File: config.mk
export PLATFORM = sky130hd
export DESIGN_NAME = log_sched_flat
export DESIGN_NICKNAME = d
export VERILOG_FILES = /design/src/rtl/log_sched_if.sv /design/src/rtl/log_sched.sv /design/src/flat_wrapper.sv
export SDC_FILE = /design/constraint.sdc
export NUM_CORES = 2
export LEC_CHECK = 0
export ABC_AREA = 1
export CORE_MARGIN = 2
export CORE_UTILIZATION = 63
export CTS_CLUSTER_DIAMETER = 40
export DETAILED_ROUTE_END_ITERATION = 12
export MAX_ROUTING_LAYER = met4
export PLACE_DENSITY = 0.9
export SETUP_SLACK_MARGIN = 0.05
export SYNTH_ARGS = -nofsm -noshare
export SYNTH_HDL_FRONTEND = slang
export SYNTH_SLANG_ARGS = --single-unit
File: constraint.sdc
create_clock -name CLK -period 26.8 [get_ports CLK]
set_clock_uncertainty 0.05 [all_clocks]
set_input_delay 4.02 -clock CLK [delete_from_list [all_inputs] [get_ports CLK]]
set_output_delay 4.02 -clock CLK [all_outputs]
set_load 0.01 [all_outputs]
File: src/rtl/log_sched_if.sv
// Request/response bundle between NREQ requesters, the scheduler and the
// result consumer.
//
// Handshake: a transfer on any channel happens in exactly the cycle where
// both valid and ready are high at the rising edge of CLK. A source holds
// valid and its payload stable until the transfer. req_ready may depend
// combinationally on req_valid. rsp_valid never depends on rsp_ready.
interface log_sched_if #(
   parameter int NREQ = 4,
   parameter int IDW  = 2
);
   logic [NREQ-1:0]    req_valid;
   logic [NREQ-1:0]    req_ready;
   logic [NREQ*32-1:0] req_data;
   logic               rsp_valid;
   logic               rsp_ready;
   logic [31:0]        rsp_data;
   logic [IDW-1:0]     rsp_id;
   logic               rsp_err;
   logic               busy;

   modport master (
      output req_valid, req_data, rsp_ready,
      input  req_ready, rsp_valid, rsp_data, rsp_id, rsp_err, busy
   );

   modport slave (
      input  req_valid, req_data, rsp_ready,
      output req_ready, rsp_valid, rsp_data, rsp_id, rsp_err, busy
   );
endinterface

File: src/rtl/log_sched.sv
// log: pipelined natural-log core. Input is d = x - 1.0 in signed fixed
// point; output is the second-order series ln(1+d) ~= d - d*d/2, which is
// accurate near x = 1.0. Latency is N_STAGE+1 cycles and it cannot stall.
//
// log_sched: round-robin scheduler sharing one log core among NREQ
// requesters. Operands are converted to x - 1.0 at issue, tracked through
// the core latency with tag shift registers, and collected in a result FIFO
// that releases results in issue order. Issue is gated by credits so the
// FIFO can absorb everything still in flight when the consumer stalls.
module log #(
   parameter int N_STAGE      = 2,
   parameter int DECIMAL_BITS = 10
) (
   input  logic               CLK,
   input  logic               RST,
   input  logic signed [31:0] data,
   output logic signed [31:0] output_data
);
   logic signed [31:0] d_q;
   logic signed [63:0] d_ext;
   logic signed [63:0] sq;
   logic signed [31:0] approx;
   logic signed [31:0] pipe [N_STAGE];

   // Series term: d - (d*d >> (DECIMAL_BITS+1)), wrapped to 32 bits.
   always_comb begin
      d_ext  = {{32{d_q[31]}}, d_q};
      sq     = d_ext * d_ext;
      approx = d_q - 32'(sq >>> (DECIMAL_BITS + 1));
   end

   // Input register followed by N_STAGE result registers.
   always_ff @(posedge CLK) begin
      if (RST) begin
         d_q <= '0;
         for (int i = 0; i < N_STAGE; i++) pipe[i] <= '0;
      end else begin
         d_q     <= data;
         pipe[0] <= approx;
         for (int i = 1; i < N_STAGE; i++) pipe[i] <= pipe[i-1];
      end
   end

   assign output_data = pipe[N_STAGE-1];
endmodule

module log_sched #(
   parameter int NREQ         = 4,
   parameter int IDW          = 2,
   parameter int N_STAGE      = 2,
   parameter int DECIMAL_BITS = 10,
   parameter int FIFO_DEPTH   = 8
) (
   input logic       CLK,
   input logic       RST,
   log_sched_if.slave bus
);
   localparam int          LAT = N_STAGE + 1;
   localparam int          AW  = $clog2(FIFO_DEPTH);
   localparam int          CW  = AW + 1;
   localparam logic [31:0] ONE = 32'(1) << DECIMAL_BITS;

   logic [31:0]        req_x [NREQ];
   logic [IDW-1:0]     rr_ptr;
   logic [IDW-1:0]     cand;
   logic               grant_any;
   logic [IDW-1:0]     grant_idx;
   logic               credit_ok;
   logic               issue;
   logic [31:0]        sel_data;
   logic               sel_err;
   logic signed [31:0] log_in;
   logic signed [31:0] log_out;

   logic [LAT-1:0]     sr_valid;
   logic [LAT-1:0]     sr_err;
   logic [IDW-1:0]     sr_id [LAT];

   logic [31:0]        fifo_data [FIFO_DEPTH];
   logic [IDW-1:0]     fifo_id   [FIFO_DEPTH];
   logic [FIFO_DEPTH-1:0] fifo_err;
   logic [AW-1:0]      wr_ptr;
   logic [AW-1:0]      rd_ptr;
   logic [CW-1:0]      fifo_count;
   logic               fifo_empty;
   logic               push;
   logic               pop;

   for (genvar g = 0; g < NREQ; g++) begin : g_unpack
      assign req_x[g] = bus.req_data[g*32 +: 32];
   end

   // Round-robin search starting at rr_ptr; first valid requester wins.
   always_comb begin
      grant_any = 1'b0;
      grant_idx = '0;
      cand      = '0;
      for (int i = 0; i < NREQ; i++) begin
         cand = IDW'((int'(rr_ptr) + i) % NREQ);
         if (!grant_any && bus.req_valid[cand]) begin
            grant_any = 1'b1;
            grant_idx = cand;
         end
      end
   end

   // Credit check, grant and operand preparation for the log core.
   always_comb begin
      credit_ok     = (int'($countones(sr_valid)) + int'(fifo_count)) < FIFO_DEPTH;
      issue         = grant_any && credit_ok && !RST;
      bus.req_ready = '0;
      if (issue) bus.req_ready[grant_idx] = 1'b1;
      sel_data      = req_x[grant_idx];
      sel_err       = $signed(sel_data) <= 32'sd0;
      log_in        = issue ? $signed(sel_data - ONE) : 32'sd0;
   end

   log #(
      .N_STAGE      (N_STAGE),
      .DECIMAL_BITS (DECIMAL_BITS)
   ) u_log (
      .CLK         (CLK),
      .RST         (RST),
      .data        (log_in),
      .output_data (log_out)
   );

   // Pointer advances past the winner after every grant, holds otherwise.
   always_ff @(posedge CLK) begin
      if (RST) begin
         rr_ptr <= '0;
      end else if (issue) begin
         rr_ptr <= (grant_idx == IDW'(NREQ - 1)) ? '0 : grant_idx + 1'b1;
      end
   end

   // Tag shift registers run alongside the log core so the tail lines up
   // with output_data.
   always_ff @(posedge CLK) begin
      if (RST) begin
         sr_valid <= '0;
         sr_err   <= '0;
         for (int i = 0; i < LAT; i++) sr_id[i] <= '0;
      end else begin
         sr_valid[0] <= issue;
         sr_err[0]   <= issue && sel_err;
         sr_id[0]    <= issue ? grant_idx : '0;
         for (int i = 1; i < LAT; i++) begin
            sr_valid[i] <= sr_valid[i-1];
            sr_err[i]   <= sr_err[i-1];
            sr_id[i]    <= sr_id[i-1];
         end
      end
   end

   assign push       = sr_valid[LAT-1];
   assign fifo_empty = (fifo_count == '0);
   assign pop        = !fifo_empty && bus.rsp_ready;

   // Result FIFO; error results are stored as zero.
   always_ff @(posedge CLK) begin
      if (RST) begin
         wr_ptr     <= '0;
         rd_ptr     <= '0;
         fifo_count <= '0;
      end else begin
         assert (!(push && fifo_count == CW'(FIFO_DEPTH)));
         if (push) begin
            fifo_data[wr_ptr] <= sr_err[LAT-1] ? 32'd0 : log_out;
            fifo_id[wr_ptr]   <= sr_id[LAT-1];
            fifo_err[wr_ptr]  <= sr_err[LAT-1];
            wr_ptr            <= wr_ptr + 1'b1;
         end
         if (pop) rd_ptr <= rd_ptr + 1'b1;
         case ({push, pop})
            2'b10:   fifo_count <= fifo_count + 1'b1;
            2'b01:   fifo_count <= fifo_count - 1'b1;
            default: fifo_count <= fifo_count;
         endcase
      end
   end

   // Head of FIFO drives the response; fields read as zero when empty.
   always_comb begin
      bus.rsp_valid = !fifo_empty;
      bus.rsp_data  = fifo_empty ? 32'd0 : fifo_data[rd_ptr];
      bus.rsp_id    = fifo_empty ? '0 : fifo_id[rd_ptr];
      bus.rsp_err   = fifo_empty ? 1'b0 : fifo_err[rd_ptr];
      bus.busy      = (|sr_valid) || !fifo_empty;
   end
endmodule

File: src/flat_wrapper.sv
// flat-port wrapper written by rule: the top's interface ports become plain ports
module log_sched_flat 
#(
   parameter int NREQ         = 4,
   parameter int IDW          = 2,
   parameter int N_STAGE      = 2,
   parameter int DECIMAL_BITS = 10,
   parameter int FIFO_DEPTH   = 8
)
  (CLK, RST, bus_req_valid, bus_req_data, bus_rsp_ready, bus_req_ready, bus_rsp_valid, bus_rsp_data, bus_rsp_id, bus_rsp_err, bus_busy);
  log_sched_if #(.NREQ(NREQ), .IDW(IDW)) bus_i ();
  input logic CLK;
  input logic RST;
  input wire logic [$bits(bus_i.req_valid)-1:0] bus_req_valid;
  input wire logic [$bits(bus_i.req_data)-1:0] bus_req_data;
  input wire logic [$bits(bus_i.rsp_ready)-1:0] bus_rsp_ready;
  output wire logic [$bits(bus_i.req_ready)-1:0] bus_req_ready;
  output wire logic [$bits(bus_i.rsp_valid)-1:0] bus_rsp_valid;
  output wire logic [$bits(bus_i.rsp_data)-1:0] bus_rsp_data;
  output wire logic [$bits(bus_i.rsp_id)-1:0] bus_rsp_id;
  output wire logic [$bits(bus_i.rsp_err)-1:0] bus_rsp_err;
  output wire logic [$bits(bus_i.busy)-1:0] bus_busy;
  assign bus_i.req_valid = bus_req_valid;
  assign bus_i.req_data = bus_req_data;
  assign bus_i.rsp_ready = bus_rsp_ready;
  assign bus_req_ready = bus_i.req_ready;
  assign bus_rsp_valid = bus_i.rsp_valid;
  assign bus_rsp_data = bus_i.rsp_data;
  assign bus_rsp_id = bus_i.rsp_id;
  assign bus_rsp_err = bus_i.rsp_err;
  assign bus_busy = bus_i.busy;
  log_sched #(.NREQ(NREQ), .IDW(IDW), .N_STAGE(N_STAGE), .DECIMAL_BITS(DECIMAL_BITS), .FIFO_DEPTH(FIFO_DEPTH)) u_core (.CLK(CLK), .RST(RST), .bus(bus_i));
endmodule
## Word-level counts from Yosys, hierarchy flattened

Memories as Yosys holds them, arrays and structs flattened. A register that Yosys moved wholly into a read port is not among the register bits.
Cells that the tools add are included.

- Memory bits (read-only): 0
- Memories kept: 4
- Output and inout bits: 41
- Memory bits (writable): 342
- Bits in registers: 58
- Bits in latches: 0

- Shift operators: 0
- Multiplexer cells: 49
- Multipliers: 1
- $lt $le $gt $ge: 12
- Reductions and logical operators: 20
- $add $sub $neg: 13
- Bitwise gates (word level): 8
- Equal/unequal tests: 3
- Divide/modulo/power cells: 0

Memory list:

| memory | depth | width | rd ports | clocked after Yosys merged registers in | wr ports | RTL line | source |
|---|---|---|---|---|---|---|---|
| u_core.fifo_data | 8 | 32 | 1 | 1 | 1 | log_sched.sv:79 | `logic [31:0] fifo_data [FIFO_DEPTH];` |
| u_core.u_log.pipe | 2 | 32 | 2 | 0 | 2 | log_sched.sv:23 | `logic signed [31:0] pipe [N_STAGE];` |
| u_core.fifo_id | 8 | 2 | 1 | 1 | 1 | log_sched.sv:80 | `logic [IDW-1:0] fifo_id [FIFO_DEPTH];` |
| u_core.sr_id | 3 | 2 | 3 | 0 | 3 | log_sched.sv:77 | `logic [IDW-1:0] sr_id [LAT];` |

Operators with widths:

| cell | number |
|---|---|
| two-way mux 32 bit | 6 |
| binary-select mux 32 bit (select 2 bit) | 1 |
| multiplier 32 x 32 -> 43 bit | 1 |
| adder 32 x 1 -> 32 bit | 1 |
| adder 32 x 5 -> 32 bit | 1 |
| <= comparator 32 x 1 -> 1 bit (second input constant) | 1 |
| less-than comparator 32 x 5 -> 1 bit (second input constant) | 1 |
| subtractor 32 x 11 -> 32 bit (second input constant) | 1 |
| subtractor 32 bit | 1 |
| two-way mux 2 bit | 10 |
| two-way mux 1 bit | 18 |
| less-than comparator 2 x 3 -> 1 bit (second input constant) | 5 |
| two-way mux 3 bit | 4 |
| logical AND 1 bit | 9 |
| binary-select mux 1 bit (select 2 bit) | 4 |
| bitwise mux 8 bit | 1 |
| less-than comparator 3 x 4 -> 1 bit (second input constant) | 2 |
| case mux 4 bit (2 select lines) | 1 |
| adder 3 x 1 -> 3 bit (second input constant) | 2 |
| zero test 1 bit | 5 |
| OR 1 bit | 5 |
| adder 2 x 1 -> 2 bit (second input constant) | 2 |
| adder 2 bit (second input constant) | 2 |
| adder 4 x 1 -> 4 bit (second input constant) | 1 |
| 19 further kinds | 21 |

## Longest topological paths before layout

- Word-level depth: 18
- Mapped depth: 42

## Cells and area by module

From an unflattened synthesis, not the netlist that was laid out.

- Cells, all modules: 4929
- Area, all modules: 42474.5 sq um

By module, submodules not included:

| module | cells each | area an instance (sq um) | sequential area each (sq um) | instances |
|---|---|---|---|---|
| log | 3361 | 27730.3 | 1921.8 | 1 |
| log_sched | 1568 | 14744.1 | 8948.6 | 1 |

## Worst setup path after synthesis

Ideal clock, no wire load.

- Path kind: input-to-output
- Start: in bus_req_valid[3]
- End: out bus_req_ready[3]
- Cell stages on the path: 14
- Arrival time: 5.499 ns
- Data required time: 22.730 ns
- Setup slack: 17.231 ns
- Cell sequence: inv_1 > nand2_1 > nand3_1 > nand2_2 > nor2_4 > nand3_2 > nand2_4 > nand2_4 > inv_2 > buf_6 > buf_2 > ha_1 > inv_1 > nor2_1

- Cells in the longest elaborated chain, start to end: 17
- Elaborated cells on any way between the ends: 30
- Those cells by class: order compare: 2; mux: 19; reduce/logical: 9

RTL lines:

| element | RTL line | source |
|---|---|---|
| start: declaration | flat_wrapper.sv:14 | `input wire logic [$bits(bus_i.req_valid)-1:0] bus_req_valid;` |
| binary-select mux 1 bit (select 2 bit) | log_sched.sv:100 | `if (!grant_any && bus.req_valid[cand]) begin` |
| two-way mux 1 bit (implied by the code) | log_sched.sv:100 |  |
| two-way mux 1 bit | log_sched.sv:100 |  |
| zero test 1 bit | log_sched.sv:100 |  |
| logical AND 1 bit | log_sched.sv:100 |  |
| two-way mux 1 bit | log_sched.sv:100 |  |
| zero test 1 bit | log_sched.sv:100 |  |
| logical AND 1 bit | log_sched.sv:100 |  |
| [... 2 more ...] | - |  |
| logical AND 1 bit | log_sched.sv:100 |  |
| two-way mux 2 bit * | log_sched.sv:100 |  |
| named net u_core.grant_idx[0] | log_sched.sv:67 | `logic [IDW-1:0] grant_idx;` |
| less-than comparator 2 x 3 -> 1 bit (implied by the code) / greater-or-equal comparator 2 x 1 -> 1 bit (equally long branches) | log_sched.sv:112 | `if (issue) bus.req_ready[grant_idx] = 1'b1;` |
| logical AND 1 bit (implied by the code) | log_sched.sv:112 |  |
| two-way mux 1 bit (implied by the code) | log_sched.sv:112 |  |
| demux 1 bit (select 2 bit) * | - |  |
| two-way mux 4 bit * | log_sched.sv:112 |  |
| end: declaration | flat_wrapper.sv:17 | `output wire logic [$bits(bus_i.req_ready)-1:0] bus_req_ready;` |

Mark *: on every way through the listed nets, which the timed path passes. The rest lies on a longest branch. The select of a mux whose other input is x is not followed.

## Worst setup path after layout

- Start: in bus_req_valid[3]
- End: out bus_req_ready[3]

- Cells in the longest elaborated chain, start to end: 17
- Elaborated cells on any way between the ends: 30
- Those cells by class: order compare: 2; mux: 19; reduce/logical: 9

RTL lines:

| element | RTL line |
|---|---|
| binary-select mux 1 bit (select 2 bit) | log_sched.sv:100 |
| two-way mux 1 bit (implied by the code) | log_sched.sv:100 |
| two-way mux 1 bit | log_sched.sv:100 |
| zero test 1 bit | log_sched.sv:100 |
| logical AND 1 bit | log_sched.sv:100 |
| two-way mux 1 bit | log_sched.sv:100 |
| zero test 1 bit | log_sched.sv:100 |
| logical AND 1 bit | log_sched.sv:100 |
| two-way mux 1 bit | log_sched.sv:100 |
| zero test 1 bit | log_sched.sv:100 |
| logical AND 1 bit | log_sched.sv:100 |
| two-way mux 2 bit | log_sched.sv:100 |
| less-than comparator 2 x 3 -> 1 bit (implied by the code) / greater-or-equal comparator 2 x 1 -> 1 bit (equally long branches) | log_sched.sv:112 |
| logical AND 1 bit (implied by the code) | log_sched.sv:112 |
| two-way mux 1 bit (implied by the code) | log_sched.sv:112 |
| demux 1 bit (select 2 bit) | - |
| two-way mux 4 bit * | log_sched.sv:112 |

Every way passes the cells marked *; elsewhere a longest branch is shown, timed or not. The select of a mux whose other input is x is not followed.

==> reports/qor.yml <==
outcome:
  run_status: "finished clean"
setup_path:
  crit_arrival_ns: 7.62
  cpPeakStageDelay_ns: 0.58
  slowest_stage: "inv_2"
  rr_startpoint: "u_core.u_log.d_q[17]"
  path_class: "input port to output port"
  cp-end-kind: "output port"
  path_buf_inv: 5
  cp-startpoint: "bus_req_valid[3]"
  critical-path-top-delay-family: "buffers and inverters"
  start_kind: "input port"
  cp_cell_sequence: "clkdlybuf4s50_1, inv_1, nand2_1, nand3_1, nand2_2, a21oi_1, nand2_2, nand2_4, inv_2, ha_1, inv_1, nor2_1, clkdlybuf4s50_1"
  timing.critical_path.fanout_max: 69
  critPathRequiredTime_ns: 22.73
global_routing:
  gr-usage-all-layers: 0.3563
  grt_overflow: 0
  grt_pass1_vias: 34835
  grt_max_degree: 93
  grt_pass1_wl_um: 179900
  antenna_found_initial: 2
timing:
  slew-limit-headroom: 0.2847
  holdWs_ns: 0.3572
  hold_violations: 0
  setup_slack_ns: 15.11
  fmax_mhz: 85.54
  setup_viol: 0
  finalMaxSlewViolations: 0
  fin_crit_sh: 0.4362
  tns_ns: 0
  layout_min_cycle_time_ns: 11.69
  tightest_slew_ns: 1.072
  rsz0062_at_grt: "no"
synth:
  yosysWarnings: 0
  synthFlopType: "edfxtp_1"
  synth_edf_count: 280
  ys_ff_latch: 403
  synth_area_sq_um: 41170
  syn-num-nets: 5641
  ys_types: 49
  syn_inst: 4635
  syn_avg_cell_area_sq_um: 8.882
  synth-seq-area-share: 0.2641
  async_reset_ff_frac: 0
clock_tree:
  post_cts_resized: 0
  cts_tree: "yes"
  cts.htree.levels: 2
  numCtsBuffers: 45
  clockBufferDepth: 3
  clock-sinks: 403
  clock_latency_ns: 0.60
  cts_setup_buffers: 0
  clk_pin_slew_ns: 0.06
  hold_buffers: 0
  cts_root_buf: "clkbuf_16"
drt:
  ant_nets: 0
  num_vias: 32269
  dr.pass1.iters: 7
  drc_errors: 0
  wl_um: 113400
  wl_per_cell_um: 20.17
  via_per_inst: 5.741
  initialDrtViolationCount: 3139
cells_and_area:
  syn_to_final_growth_pct: 9.875
  fin_nets: 5733
  drive_gt1_frac: 0.03820
  fin_util: 0.7004
placement:
  gp_congestion: 0.9778
  post-place-ws_ns: 15.19
  numPortBuffers: 175
  post-dp-hpwl_um: 80700
floorplanning:
  ioPinCount: 176
  dieWidth_um: 259.6
  core_sq_um: 64580
  rows: 93
  start_util: 0.6375
  die_area_sq_um: 67410
  die_h_um: 259.6
hold_path:
  hp-start: "u_core.u_log.pipe[0][1]"
  worst_hold_path_type: "register to register"
flow_run:
  drv_cap: 0
-- cells by family after synthesis --
group	synth area share
buffers and inverters	0.1240
AOI/OAI and AO/OA	0.07152
xor gates and xnor gates	0.01936
and+or+nand+nor	0.1356
adders and majority gates	0.3854
DFF	0.2641
-- Yosys cell counts, drive strengths merged, types with 3 or more instances --
library cell	number	share of area
nand4	8	0.0012
xor2	40	0.0085
fa	662	0.32
o211ai	6	0.0011
or2	6	0.00091
ha	209	0.064
o21a	10	0.0018
xnor2	51	0.011
nor3	12	0.0015
o21bai	15	0.0027
nand3b	4	0.00073
o21ai	258	0.031
a211oi	3	0.00055
buf	39	0.0053
nor2	432	0.040
nand2	787	0.073
a31oi	54	0.0082
inv	1162	0.11
a21o	6	0.0011
o22ai	34	0.0052
clkbuf	138	0.013
edfxtp	280	0.20
a21oi	140	0.017
nand3	137	0.017
dfxtp	123	0.060
-- flip-flops by register name, summed over array words and instances (netlist names), 4 cells and up, named ones only --
signal and flops:
u_core.fifo_data 256, u_core.fifo_id 16, u_core.u_log.d_q 32, u_core.sr_id 6, u_core.fifo_count 4, u_core.fifo_err 8, u_core.u_log.pipe 64
-- worst paths after layout --
check	end	slack, ns	depth (start not counted)
setup / recovery	bus_req_ready[3]	15.11	13
hold / removal	u_core.u_log.pipe[0][33]	0.36	2
hold reg to reg	u_core.u_log.pipe[0][33]	0.36	2
setup reg to reg	u_core.u_log.pipe[0][31]	17.47	33
-- layer usage --
layer,global-route usage,up-vias,routed length [um]
met3,0.06686,552,11280
met5,-,-,0
met2,0.6050,1946,56620
met4,0.1860,0,6940
li1,-,14176,-
met1,0.4018,15595,38540
-- through the flow --
stage	cell area (sq um)	cells
floorplan	41170	4635
global placement	43670	5535
detailed placement	43670	5535
CTS	45230	5619
global route	45230	5621
finish	45230	5621
-- worst min-delay path, cell delays in order, from the launching register on --
cell and delay (ns):
dfxtp_1 0.30, inv_1 0.04, nor2_1 0.03
-- area by class of cell --
type / count / area, sq um
multi-input combinational: 2892 / 25250
fill: 4367 / 19350
sequential: 403 / 10880
inverter: 1163 / 4367
timing repair buffer: 222 / 2100
clock buffer: 58 / 1279
tap: 855 / 1070
clock inverter: 26 / 280.3
antenna: 2 / 5.005
-- cell usage in the layout, fill, tap and decap left out, types with 8 or more instances in the layout --
cell	netlist	final
clkbuf_16	0	47
xnor2_1	51	51
inv_1	1158	1156
fa_1	662	662
nor2_1	425	417
o21a_1	10	10
edfxtp_1	280	280
nand3_1	134	134
nand2_1	768	768
o21ai_0	257	257
ha_1	209	209
nand2_2	17	17
xor2_1	40	40
nor2_4	3	11
nand4_1	8	8
a31oi_1	54	54
o22ai_1	34	34
o21bai_1	15	15
dfxtp_1	123	118
nor3_1	12	12
buf_4	3	47
a21oi_1	140	140
clkdlybuf4s50_1	0	174
Power is not shown: default switching activity piles up to over one toggle a cycle in this logic, so the estimate is an artifact.
